### src/rtl/score_keeper.sv
// Score keeper: BCD score, lives and session high score under a PLAY/WIN/OVER
// state machine, with active-low seven-segment outputs and a respawn pulse.
module score_keeper #(
    parameter int WIN_SCORE = 10,
    parameter int LIVES     = 3
) (
    input  logic       i_clk,
    input  logic       i_reset,
    input  logic       i_point,
    input  logic       i_death,
    input  logic       i_start,
    output logic [6:0] o_hex0,
    output logic [6:0] o_hex1,
    output logic [6:0] o_hex2,
    output logic [6:0] o_hex3,
    output logic [1:0] o_lives,
    output logic       o_win,
    output logic       o_game_over,
    output logic       o_respawn
);

    localparam logic [3:0] WIN_TENS   = 4'(WIN_SCORE / 10);
    localparam logic [3:0] WIN_ONES   = 4'(WIN_SCORE % 10);
    localparam logic [1:0] LIVES_INIT = 2'(LIVES);

    typedef enum logic [1:0] {
        PLAY = 2'd0,
        WIN  = 2'd1,
        OVER = 2'd2
    } state_t;

    state_t     r_state;
    logic [3:0] r_ones;
    logic [3:0] r_tens;
    logic [3:0] r_hiOnes;
    logic [3:0] r_hiTens;
    logic [1:0] r_lives;
    logic       r_win;
    logic       r_gameOver;
    logic       r_respawn;

    logic [3:0] w_nextOnes;
    logic [3:0] w_nextTens;
    logic       w_nextIsWin;
    logic       w_nextBeatsHigh;
    logic       w_curBeatsHigh;

    always_comb begin
        w_nextOnes = r_ones + 4'd1;
        w_nextTens = r_tens;
        if (r_ones == 4'd9) begin
            w_nextOnes = 4'd0;
            w_nextTens = r_tens + 4'd1;
        end
        w_nextIsWin     = (w_nextTens == WIN_TENS) && (w_nextOnes == WIN_ONES);
        // Concatenated BCD digits compare correctly as plain binary, tens first.
        w_nextBeatsHigh = {w_nextTens, w_nextOnes} > {r_hiTens, r_hiOnes};
        w_curBeatsHigh  = {r_tens, r_ones} > {r_hiTens, r_hiOnes};
    end

    always_ff @(posedge i_clk) begin
        if (!i_reset) begin
            r_state    <= PLAY;
            r_ones     <= 4'd0;
            r_tens     <= 4'd0;
            r_hiOnes   <= 4'd0;
            r_hiTens   <= 4'd0;
            r_lives    <= LIVES_INIT;
            r_win      <= 1'b0;
            r_gameOver <= 1'b0;
            r_respawn  <= 1'b0;
        end else begin
            r_respawn <= 1'b0;
            case (r_state)
                PLAY: begin
                    if (i_point) begin
                        r_ones    <= w_nextOnes;
                        r_tens    <= w_nextTens;
                        r_respawn <= 1'b1;
                        if (w_nextIsWin) begin
                            r_state <= WIN;
                            r_win   <= 1'b1;
                            if (w_nextBeatsHigh) begin
                                r_hiOnes <= w_nextOnes;
                                r_hiTens <= w_nextTens;
                            end
                        end
                    end else if (i_death) begin
                        r_lives   <= r_lives - 2'd1;
                        r_respawn <= 1'b1;
                        if (r_lives == 2'd1) begin
                            r_state    <= OVER;
                            r_gameOver <= 1'b1;
                            if (w_curBeatsHigh) begin
                                r_hiOnes <= r_ones;
                                r_hiTens <= r_tens;
                            end
                        end
                    end
                end
                WIN, OVER: begin
                    if (i_start) begin
                        r_state    <= PLAY;
                        r_ones     <= 4'd0;
                        r_tens     <= 4'd0;
                        r_lives    <= LIVES_INIT;
                        r_win      <= 1'b0;
                        r_gameOver <= 1'b0;
                        r_respawn  <= 1'b1;
                    end
                end
                default: r_state <= PLAY;
            endcase
        end
    end

    function automatic logic [6:0] segDecode(input logic [3:0] digit);
        case (digit)
            4'd0:    segDecode = 7'b1000000;
            4'd1:    segDecode = 7'b1111001;
            4'd2:    segDecode = 7'b0100100;
            4'd3:    segDecode = 7'b0110000;
            4'd4:    segDecode = 7'b0011001;
            4'd5:    segDecode = 7'b0010010;
            4'd6:    segDecode = 7'b0000010;
            4'd7:    segDecode = 7'b1111000;
            4'd8:    segDecode = 7'b0000000;
            4'd9:    segDecode = 7'b0010000;
            default: segDecode = 7'b1111111;
        endcase
    endfunction

    assign o_hex0      = segDecode(r_ones);
    assign o_hex1      = segDecode(r_tens);
    assign o_hex2      = segDecode(r_hiOnes);
    assign o_hex3      = segDecode(r_hiTens);
    assign o_lives     = r_lives;
    assign o_win       = r_win;
    assign o_game_over = r_gameOver;
    assign o_respawn   = r_respawn;

endmodule

### config.mk
export PLATFORM = sky130hd
export DESIGN_NAME = score_keeper
export DESIGN_NICKNAME = d
export VERILOG_FILES = /design/src/rtl/score_keeper.sv
export SDC_FILE = /design/constraint.sdc
export NUM_CORES = 1
export LEC_CHECK = 0
export CORE_UTILIZATION = 58
export DETAILED_ROUTE_END_ITERATION = 8
export DONT_BUFFER_PORTS = 1
export GPL_TIMING_DRIVEN = 0
export PLACE_DENSITY = 0.76
export SKIP_LAST_GASP = 1
export SLEW_MARGIN = 40
export SYNTH_ARGS = -nofsm -noshare
export SYNTH_HDL_FRONTEND = slang
export SYNTH_SLANG_ARGS = --single-unit
### constraint.sdc
create_clock -name i_clk -period 3.49 [get_ports i_clk]
set_input_delay 0 -clock i_clk [delete_from_list [all_inputs] [get_ports i_clk]]
set_output_delay 0 -clock i_clk [all_outputs]
set_load 0.01 [all_outputs]
### Word-level counts from Yosys, hierarchy flattened

Memory sizes are Yosys's and may differ from the RTL's. A register that Yosys moved wholly into a read port is not among the register bits.
Index checks and enable logic that the tools add are counted.

| cells by class | value |
|---|---|
| add/subtract/negate cells | 3 |
| $mul | 0 |
| div/mod/pow operators | 0 |
| $lt $le $gt $ge | 2 |
| equal/unequal tests | 16 |
| shift-type cells | 0 |
| muxes and demuxes | 49 |
| bitwise gates (word level) | 0 |
| reduce and logical (&&, ||, !) cells | 14 |

Operators by type and width:

| cell | number |
|---|---|
| 4-bit two-way mux | 25 |
| 8-bit > comparator | 2 |
| 2-bit two-way mux | 8 |
| 4-bit case mux with 2 select lines | 2 |
| 2-bit inequality test (second input constant) | 6 |
| 4-bit AND reduction | 3 |
| 1-bit two-way mux | 9 |
| 3-bit inequality test (second input constant) | 3 |
| 4-bit by 1-bit adder with 4-bit output (second input constant) | 2 |
| 2-bit case mux with 2 select lines | 2 |
| 2-bit nonzero test | 4 |
| 1-bit case mux with 2 select lines | 3 |
| 6-bit AND reduction | 1 |
| 5-bit AND reduction | 1 |
| 2-bit by 1-bit equality test with 1-bit output (second input constant) | 2 |
| 4-bit by 1-bit equality test with 1-bit output (second input constant) | 1 |
| 4-bit equality test (second input constant) | 1 |
| 4-bit logical NOT | 1 |
| 2-bit by 1-bit inequality test with 1-bit output (second input constant) | 2 |
| 3-bit AND reduction | 1 |
| 2-bit equality test (second input constant) | 1 |
| 2-bit logical NOT | 1 |
| 2-bit OR reduction | 1 |
| 2-bit by 1-bit subtractor with 2-bit output (second input constant) | 1 |
| 1-bit logical AND | 1 |

| word-level totals | value |
|---|---|
| register bits after elaboration | 23 |
| bits in latches | 0 |
| RAM bits | 0 |
| bits in read-only memories | 448 |
| bits of input ports | 5 |
| output and inout port bits | 33 |
| memories kept | 4 |

Memory list:

| memory | depth | width | read ports | clocked after memory_dff | write ports | RTL line | RTL |
|---|---|---|---|---|---|---|---|
| (name not given) | 16 | 7 | 1 | 1 | 0 | 118 | `case (digit)` |
| (name not given) | 16 | 7 | 1 | 1 | 0 | 118 |  |
| (name not given) | 16 | 7 | 1 | 1 | 0 | 118 |  |
| (name not given) | 16 | 7 | 1 | 1 | 0 | 118 |  |

### Logic depth before layout (Yosys ltp)

Gate-level depths: netlist of the first run.

| logic depth | value |
|---|---|
| depth in word-level cells | 8 |
| mapped depth | 22 |
| gate-level depth less buffers | 19 |

### Least setup slack after synthesis of the first run

OpenSTA, ideal clock, no wires.

| timing path | value |
|---|---|
| path type | register to register |
| start | reg r_ones[0] |
| end | reg, netlist name o_hex2[5] |
| arrival time | 3732 ps |
| data required time | 3368 ps |
| slack | -364 ps |
| stages on the path, launching flop included | 17 |
| path buffers | 3 |
| clock period less this slack | 3854 ps |
| cells stage by stage | dfxtp_1 -> ha_1 -> and3b_1 -> buf_2 -> mux2_2 -> ha_1 -> nand4_1 -> or2_2 -> a31oi_1 -> o21ai_1 -> o211ai_4 -> buf_6 -> buf_4 -> mux2i_1 -> nor2_1 -> ha_1 -> o311a_1 |

| between the ends | value |
|---|---|
| cells in the longest elaborated chain, start to end | 8 |
| elaborated cells between the ends (all ways) | 21 |

RTL lines:

| element | RTL line | RTL |
|---|---|---|
| start, declared | 33 | `logic [3:0] r_ones;` |
| start signal, assigned | 77 | `r_ones <= w_nextOnes;` |
| parallel branches: the longest is 6 deep, another holds 8-bit > comparator | n/a |  |
| 4-bit two-way mux (no line) (*) (2 in a row) | n/a |  |

Every way passes the cells marked *. The select of a mux whose other input is x is not followed.
A chain may end at the register's enable or synchronous reset.

### Worst setup path in the final report of the first run

| timing path | value |
|---|---|
| start | reg r_ones[1] |
| end | reg, netlist name o_hex2[3] |

| between the ends | value |
|---|---|
| cells in the longest elaborated chain, start to end | 8 |
| elaborated cells between the ends (all ways) | 21 |

RTL lines:

| element |
|---|
| parallel branches: the longest is 6 deep, another holds 8-bit > comparator |
| 4-bit two-way mux (no line) (*) (2 in a row) |

Marked as above.

==> metrics.cfg, run 1 <==
[detailed_routing]
via_per_inst = 5.90
drc = 0
drt-total-wl_um = 8520
vias = 3057
ant_nets = 0
wire_per_inst_um = 16.5
drt_pass1_iterations = 5
first_iter_violations = 198

[worst_setup_path]
worstSetupPathType = flop to flop
cp_max_fo = 5
required_ns = 3.71
startpoint_type = flop
critPathCaptureType = flop
crit_start = r_ones[1]$_SDFFE_PN0P_
cp_data_arrival_time_ns = 3.90
rr_startpoint = r_ones[1]$_SDFFE_PN0P_

[sta]
maxSlewHeadroom_pct = 54.2
hold_violations = 0
slew_violations = 0
post-route-period-util_pct = 106
setup_ws_ns = -0.195
tns_ns = -1.46
setup_violations = 12
skew_ns = 0.00603
rsz0062_at_grt = true
fmax_mhz = 271
min_period_ns = 3.68
tightestPinTransition_ns = 0.680

[cts]
clkSinkCount = 51
clk_pin_slew_ns = 0.09
cts_max_path_buffers = 2
clock_latency_ns = 0.31
cts_root_buf = clkbuf_8
cts_tree = done
cts_buffers = 5
cts_max_level = 2

[run_status]
status = finished, violations left
violations = negative setup slack

[global_routing]
antenna_found_initial = 0
grtUsageTotal_pct = 27.2
grt_pass1_wl_um = 13200
grt_pass1_vias = 2808
grt_overflow = 0
grt_max_degree = 16

[synth]
syn_avg_cell_area_sq_um = 8.41
synth_edf_count = 0
postSynthCellCount = 404
synthSimpleGateAreaFrac_pct = 19.4
seq_area_frac_synth_pct = 30.1
yosysWarnings = 0
yosysUniqueCellTypes = 64
synth_xor_area_share_pct = 2.06
async_reset_ff_share_pct = 0
synth_ff_type = dfxtp_1
synth_top_family_by_area = compound AO/OA/AOI/OAI gates
synth_fa_ha_area_share_pct = 15.1
syn_area_sq_um = 3400
muxShareOfSynthArea_pct = 6.52
ys_ff_latch = 51
synth_compound_area_share_pct = 19.9
synthesis.nets = 450

[die]
pin_count = 38
die_w_um = 78.5
die_h_um = 78.5
coreArea_sq_um = 5570
row_count = 27
initial_utilization_pct = 60.9
die_area_sq_um = 6160

[power_and_ir_drop]
cellLeakagePower_uw = 0.00188
ir_worst_vdd_v = 0.000205
powerDensity_nw_per_um2 = 336

[layout]
syn_to_final_growth_pct = 22.2
diodes = 0
final_util_pct = 74.5
fill_cells = 403
drive_gt1_share_pct = 22.4
nNetsFinal = 491

[place]
place_hpwl_um = 5460
place_congestion = 0.881
io_buffers = 0

[min_path]
hold_start = i_reset
hp-class = primary input to flop

[flow_run]
maxCapViolations = 0

[worst paths after layout]
kind / cells after the start / slack (ns) / end
hold reg to reg: 2 / 0.50 / r_state[0]$_SDFFE_PN0P_
hold / removal: 3 / 0.008 / o_hex3[0]$_DFF_P_
setup reg to reg: 19 / -0.19 / o_hex2[3]$_DFF_P_
setup / recovery: 19 / -0.19 / o_hex2[3]$_DFF_P_
[metrics by stage]
stage / setup WS (ns) / hold WS (ns) / cells / power (uW) / area, sq um
floorplan: -0.0860 / 0.108 / 404 / 850 / 3480
global placement: -0.422 / 0.114 / 476 / 895 / 3570
detailed placement: -0.465 / 0.121 / 476 / 898 / 3570
CTS: -0.0483 / 0.0119 / 506 / 1360 / 3910
global route: -0.304 / 0.00532 / 518 / 1460 / 4150
finish: -0.195 / 0.00823 / 518 / 1400 / 4150
[flip-flops by register name, summed over array words and instances, names as in the netlist]
name	cells
r_tens	4
o_hex2	7
o_hex3	7
r_state	2
o_hex0	7
r_hiTens	4
o_respawn	1
o_hex1	7
o_win	1
o_game_over	1
r_ones	4
r_hiOnes	4
o_lives	2
[critical path, stage by stage, from the launching register on]
cell	delay, ns
dfxtp_4	0.37
inv_4	0.04
ha_4	0.15
and3b_1	0.16
buf_6	0.12
mux2_4	0.32
ha_4	0.28
nand4_1	0.16
or2_4	0.30
a31oi_4	0.17
o21ai_4	0.08
o211ai_4	0.23
buf_8	0.15
buf_8	0.13
mux2i_4	0.27
nor2_4	0.09
ha_4	0.26
buf_4	0.14
nor3_4	0.10
nor2_1	0.05
[cell families after synthesis]
| kind of cell | count (synthesis) |
|---|---|
| simple gates | 134 |
| compound gates | 96 |
| buf+inv | 54 |
| flops | 51 |
| fa+ha+maj | 41 |
| mux | 20 |
| xor+xnor | 8 |
[per-layer routing]
metal  wire length (um)  track usage (%)
met5                  0                0
met4                158             9.44
met3                380             5.23
met2               4240             45.7
met1               3740             34.4
[power breakdown]
part / total, uW / leakage (uW) / internal (uW) / switching, uW
Combinational: 323 / 0.00140 / 152 / 171
Clock: 430 / 0.0000612 / 232 / 198
Sequential: 643 / 0.000417 / 614 / 29.1
Total: 1400 / 0.00188 / 998 / 398
[Yosys cell counts (3+ instances only)]
cell / instances / area [sq um]
ha_1: 41 / 513
nand2b_1: 12 / 75.1
nor3b_1: 5 / 37.5
and2_1: 3 / 18.8
xnor2_1: 6 / 52.6
a21oi_1: 22 / 110
inv_1: 36 / 135
buf_2: 4 / 20.0
o21ai_0: 21 / 105
mux2i_1: 15 / 150
nand3_1: 7 / 35.0
nor4_1: 4 / 25.0
nor2_1: 42 / 158
o21ai_1: 3 / 15.0
a211oi_1: 5 / 37.5
nor3_1: 4 / 20.0
dfxtp_1: 51 / 1020
nand2_1: 36 / 135
and3b_1: 3 / 26.3
mux2_2: 3 / 33.8
nand4_1: 4 / 25.0
a31oi_1: 6 / 37.5
o21a_1: 4 / 30.0
clkbuf_1: 8 / 30.0
buf_6: 3 / 33.8
a22oi_1: 3 / 22.5
nor2b_1: 3 / 18.8
a22o_1: 4 / 35.0
[cell usage in the layout, fill, tap and decap left out, drive strengths merged, types with 5 or more instances in the layout]
cell type,netlist,layout
nor3,5,5
nor2,42,42
nand2,36,36
a211oi,5,5
xnor2,6,6
a31oi,6,6
a21oi,23,23
nand3,7,7
ha,41,41
nand2b,12,12
clkbuf,8,14
buf,10,42
dfxtp,51,51
mux2i,16,16
nor3b,5,5
inv,36,36
o21ai,25,25
[layout make-up]
class | instances | area (sq um) | share of cell area, %
multi-input combinational | 299 | 2370 | 57.2
buffer | 18 | 120 | 2.89
timing repair buffer | 34 | 277 | 6.66
sequential | 51 | 1030 | 24.8
clock inverter | 2 | 35.0 | 0.844
tap | 72 | 90.1 | 2.17
inverter | 36 | 140 | 3.38
clock buffer | 6 | 82.6 | 1.99
[what timing repair did]
item,in CTS,in global routing
pin swaps,3,16
buffers inserted,20,14
gates resized for setup,12,33
hold endpoints to repair,3,0
endpoints found under the setup margin,14,14
hold buffers,2,0
(Power assumes the default switching activity.)
==> run 2: changes to the inputs <==
--- a/config.mk
+++ b/config.mk
@@ -6,6 +6,7 @@
 export NUM_CORES = 1
 export LEC_CHECK = 0
 export CORE_UTILIZATION = 58
+export CTS_BUF_LIST = sky130_fd_sc_hd__clkbuf_8 sky130_fd_sc_hd__clkbuf_16
 export DETAILED_ROUTE_END_ITERATION = 8
 export DONT_BUFFER_PORTS = 1
 export GPL_TIMING_DRIVEN = 0
@@ -15,3 +16,4 @@
 export SYNTH_ARGS = -nofsm -noshare
 export SYNTH_HDL_FRONTEND = slang
 export SYNTH_SLANG_ARGS = --single-unit
+export TNS_END_PERCENT = 10
==> metrics.cfg, run 2 (synthesis gave the netlist of run 1 again) <==
[run_status]
status = finished, violations left
violations = negative setup slack

[min_path]
hold_path_end = o_hex3[0]$_DFF_P_
hp-class = primary input to flop
whs_path_depth = 3
hold_start = i_reset

[worst_setup_path]
worstSetupPathType = flop to flop
critPathCaptureType = flop
r2r-end = o_hex2[1]$_DFF_P_
required_ns = 3.70
rr_startpoint = r_ones[3]$_SDFFE_PN0P_
r2r_cells = 16
cp_max_fo = 8
cp_data_arrival_time_ns = 3.86
startpoint_type = flop
r2r_slack_ns = -0.16

[sta]
fmax_mhz = 274
post-route-period-util_pct = 105
skew_ns = 0.0105
whs_ns = 0.0114
setup_violations = 11
setup_ws_ns = -0.163
min_period_ns = 3.65
rsz0062_at_grt = true
slew_violations = 0
tightestPinTransition_ns = 0.716
hold_violations = 0
maxSlewHeadroom_pct = 51.8

[global_routing]
grt_max_degree = 16
grtUsageTotal_pct = 27.3
grt_overflow = 0
grt_pass1_wl_um = 13300
grt_pass1_vias = 2860
antenna_found_initial = 0

[power_and_ir_drop]
finalPower_uw = 1330
cellLeakagePower_uw = 0.00181
internal_power_uw = 936
power.switching_uw = 391
p_clk_share_pct = 28.8
powerDensity_nw_per_um2 = 332
combPwrFrac_pct = 22.8
switching_share_pct = 29.5
seq_power_share_pct = 48.4
ir_worst_vdd_v = 0.000193

[die]
die_w_um = 78.5
die_area_sq_um = 6160
initial_utilization_pct = 60.9
die_h_um = 78.5
pin_count = 38
coreArea_sq_um = 5570
row_count = 27

[cts]
cts_buffers = 5
cts_max_level = 2
cts_root_buf = clkbuf_8
cts_tree = done
clock_latency_ns = 0.31
clk_pin_slew_ns = 0.10
clkSinkCount = 51
cts_max_path_buffers = 2

[place]
io_buffers = 0
place_congestion = 0.859
pre_cts_ws_ns = -0.503
dp.cells = 476
place_hpwl_um = 5580

[layout]
layout_commonest_cell = dfxtp_1
final_cells = 510
nNetsFinal = 483
drive_gt1_share_pct = 18.3
diodes = 0
layout_common_cells = 47 x dfxtp_1, 40 x nor2_1, 35 x nand2_1
syn_to_final_growth_pct = 17.8

[detailed_routing]
via_per_inst = 5.86
drt_pass1_iterations = 4
drt-total-wl_um = 8290
first_iter_violations = 162
drc = 0
vias = 2987
wire_per_inst_um = 16.3
ant_nets = 0

[flow_run]
maxCapViolations = 0

-- run 2: cell types whose count changed in the layout (fill, tap and decap cells not counted), sizes merged --
| cell | previous run | this run |
|---|---|---|
| buf | 42 | 34 |
| bufinv | 1 | 0 |
| clkbuf | 14 | 15 |
| clkinv | 1 | 0 |
| clkinvlp | 0 | 1 |
-- run 2: metal layers --
layer	vias up	global-route usage, %	wire (um)
li1	1473	-	-
met2	88	46.7	3980
met5	-	0	0
met1	1410	34.0	3830
met4	0	9.81	149
met3	16	4.77	325
-- run 2: area by class of cell --
class	instances	area [sq um]
sequential	51	1030
timing repair buffer	26	208
clock inverter	1	7.51
tap	72	90.1
inverter	36	138
multi-input combinational	299	2300
buffer	18	125
clock buffer	7	96.3
fill	450	1570
-- run 2: power by group through the flow --
stage                     logic, uW  clock network, uW  registers [uW]
after global placement          231                  0             658
after global routing            328                413             647
after floorplan                 194                  0             654
after detailed placement        238                  0             659
final                           302                382             643
after CTS                       270                385             643
-- run 2: worst max-delay path: stages (launching register included) --
cell and delay (ns):
dfxtp_1 0.51, and3b_1 0.24, buf_6 0.13, mux2_4 0.33, ha_4 0.28, nand4_1 0.11
or2_4 0.29, a31oi_4 0.18, o21ai_4 0.09, o211ai_4 0.22, buf_8 0.15, buf_12 0.13
mux2i_4 0.26, nor2_4 0.09, ha_4 0.30, nor2_1 0.04, o211a_1 0.21
-- run 2: stage by stage --
stage / area, sq um / util (%) / setup TNS, ns
3_5_place_dp: 3550 / 63.7 / -5.35
5_1_grt: 4000 / 71.8 / -3.01
3_3_place_gp: 3550 / 63.7 / -5.23
2_1_floorplan: 3460 / - / -0.532
4_1_cts: 3810 / 68.4 / -0.695
6_report: 4000 / 71.8 / -1.45
-- run 2: worst max path at each step --
stage / from / end / depth (start not counted)
2_1_floorplan: r_ones[1]$_SDFFE_PN0P_ / o_hex2[1]$_DFF_P_ / 18
3_3_place_gp: r_ones[0]$_SDFFE_PN0P_ / o_hex3[6]$_DFF_P_ / 19
3_5_place_dp: r_ones[0]$_SDFFE_PN0P_ / o_hex3[6]$_DFF_P_ / 20
4_1_cts: r_ones[2]$_SDFFE_PN0P_ / o_hex3[6]$_DFF_P_ / 20
5_1_grt: r_ones[3]$_SDFFE_PN0P_ / o_hex3[3]$_DFF_P_ / 16
6_report: r_ones[3]$_SDFFE_PN0P_ / o_hex2[1]$_DFF_P_ / 16
-- run 2: what timing repair did --
item                                    in CTS  in global routing
endpoints found under the hold margin        3                  0
hold buffers                                 2                  0
setup buffers                               15                  9
resized for setup                            9                 26
endpoints found under the setup margin      14                 14
cloned                                       0                  0
pin swaps                                    3                 13
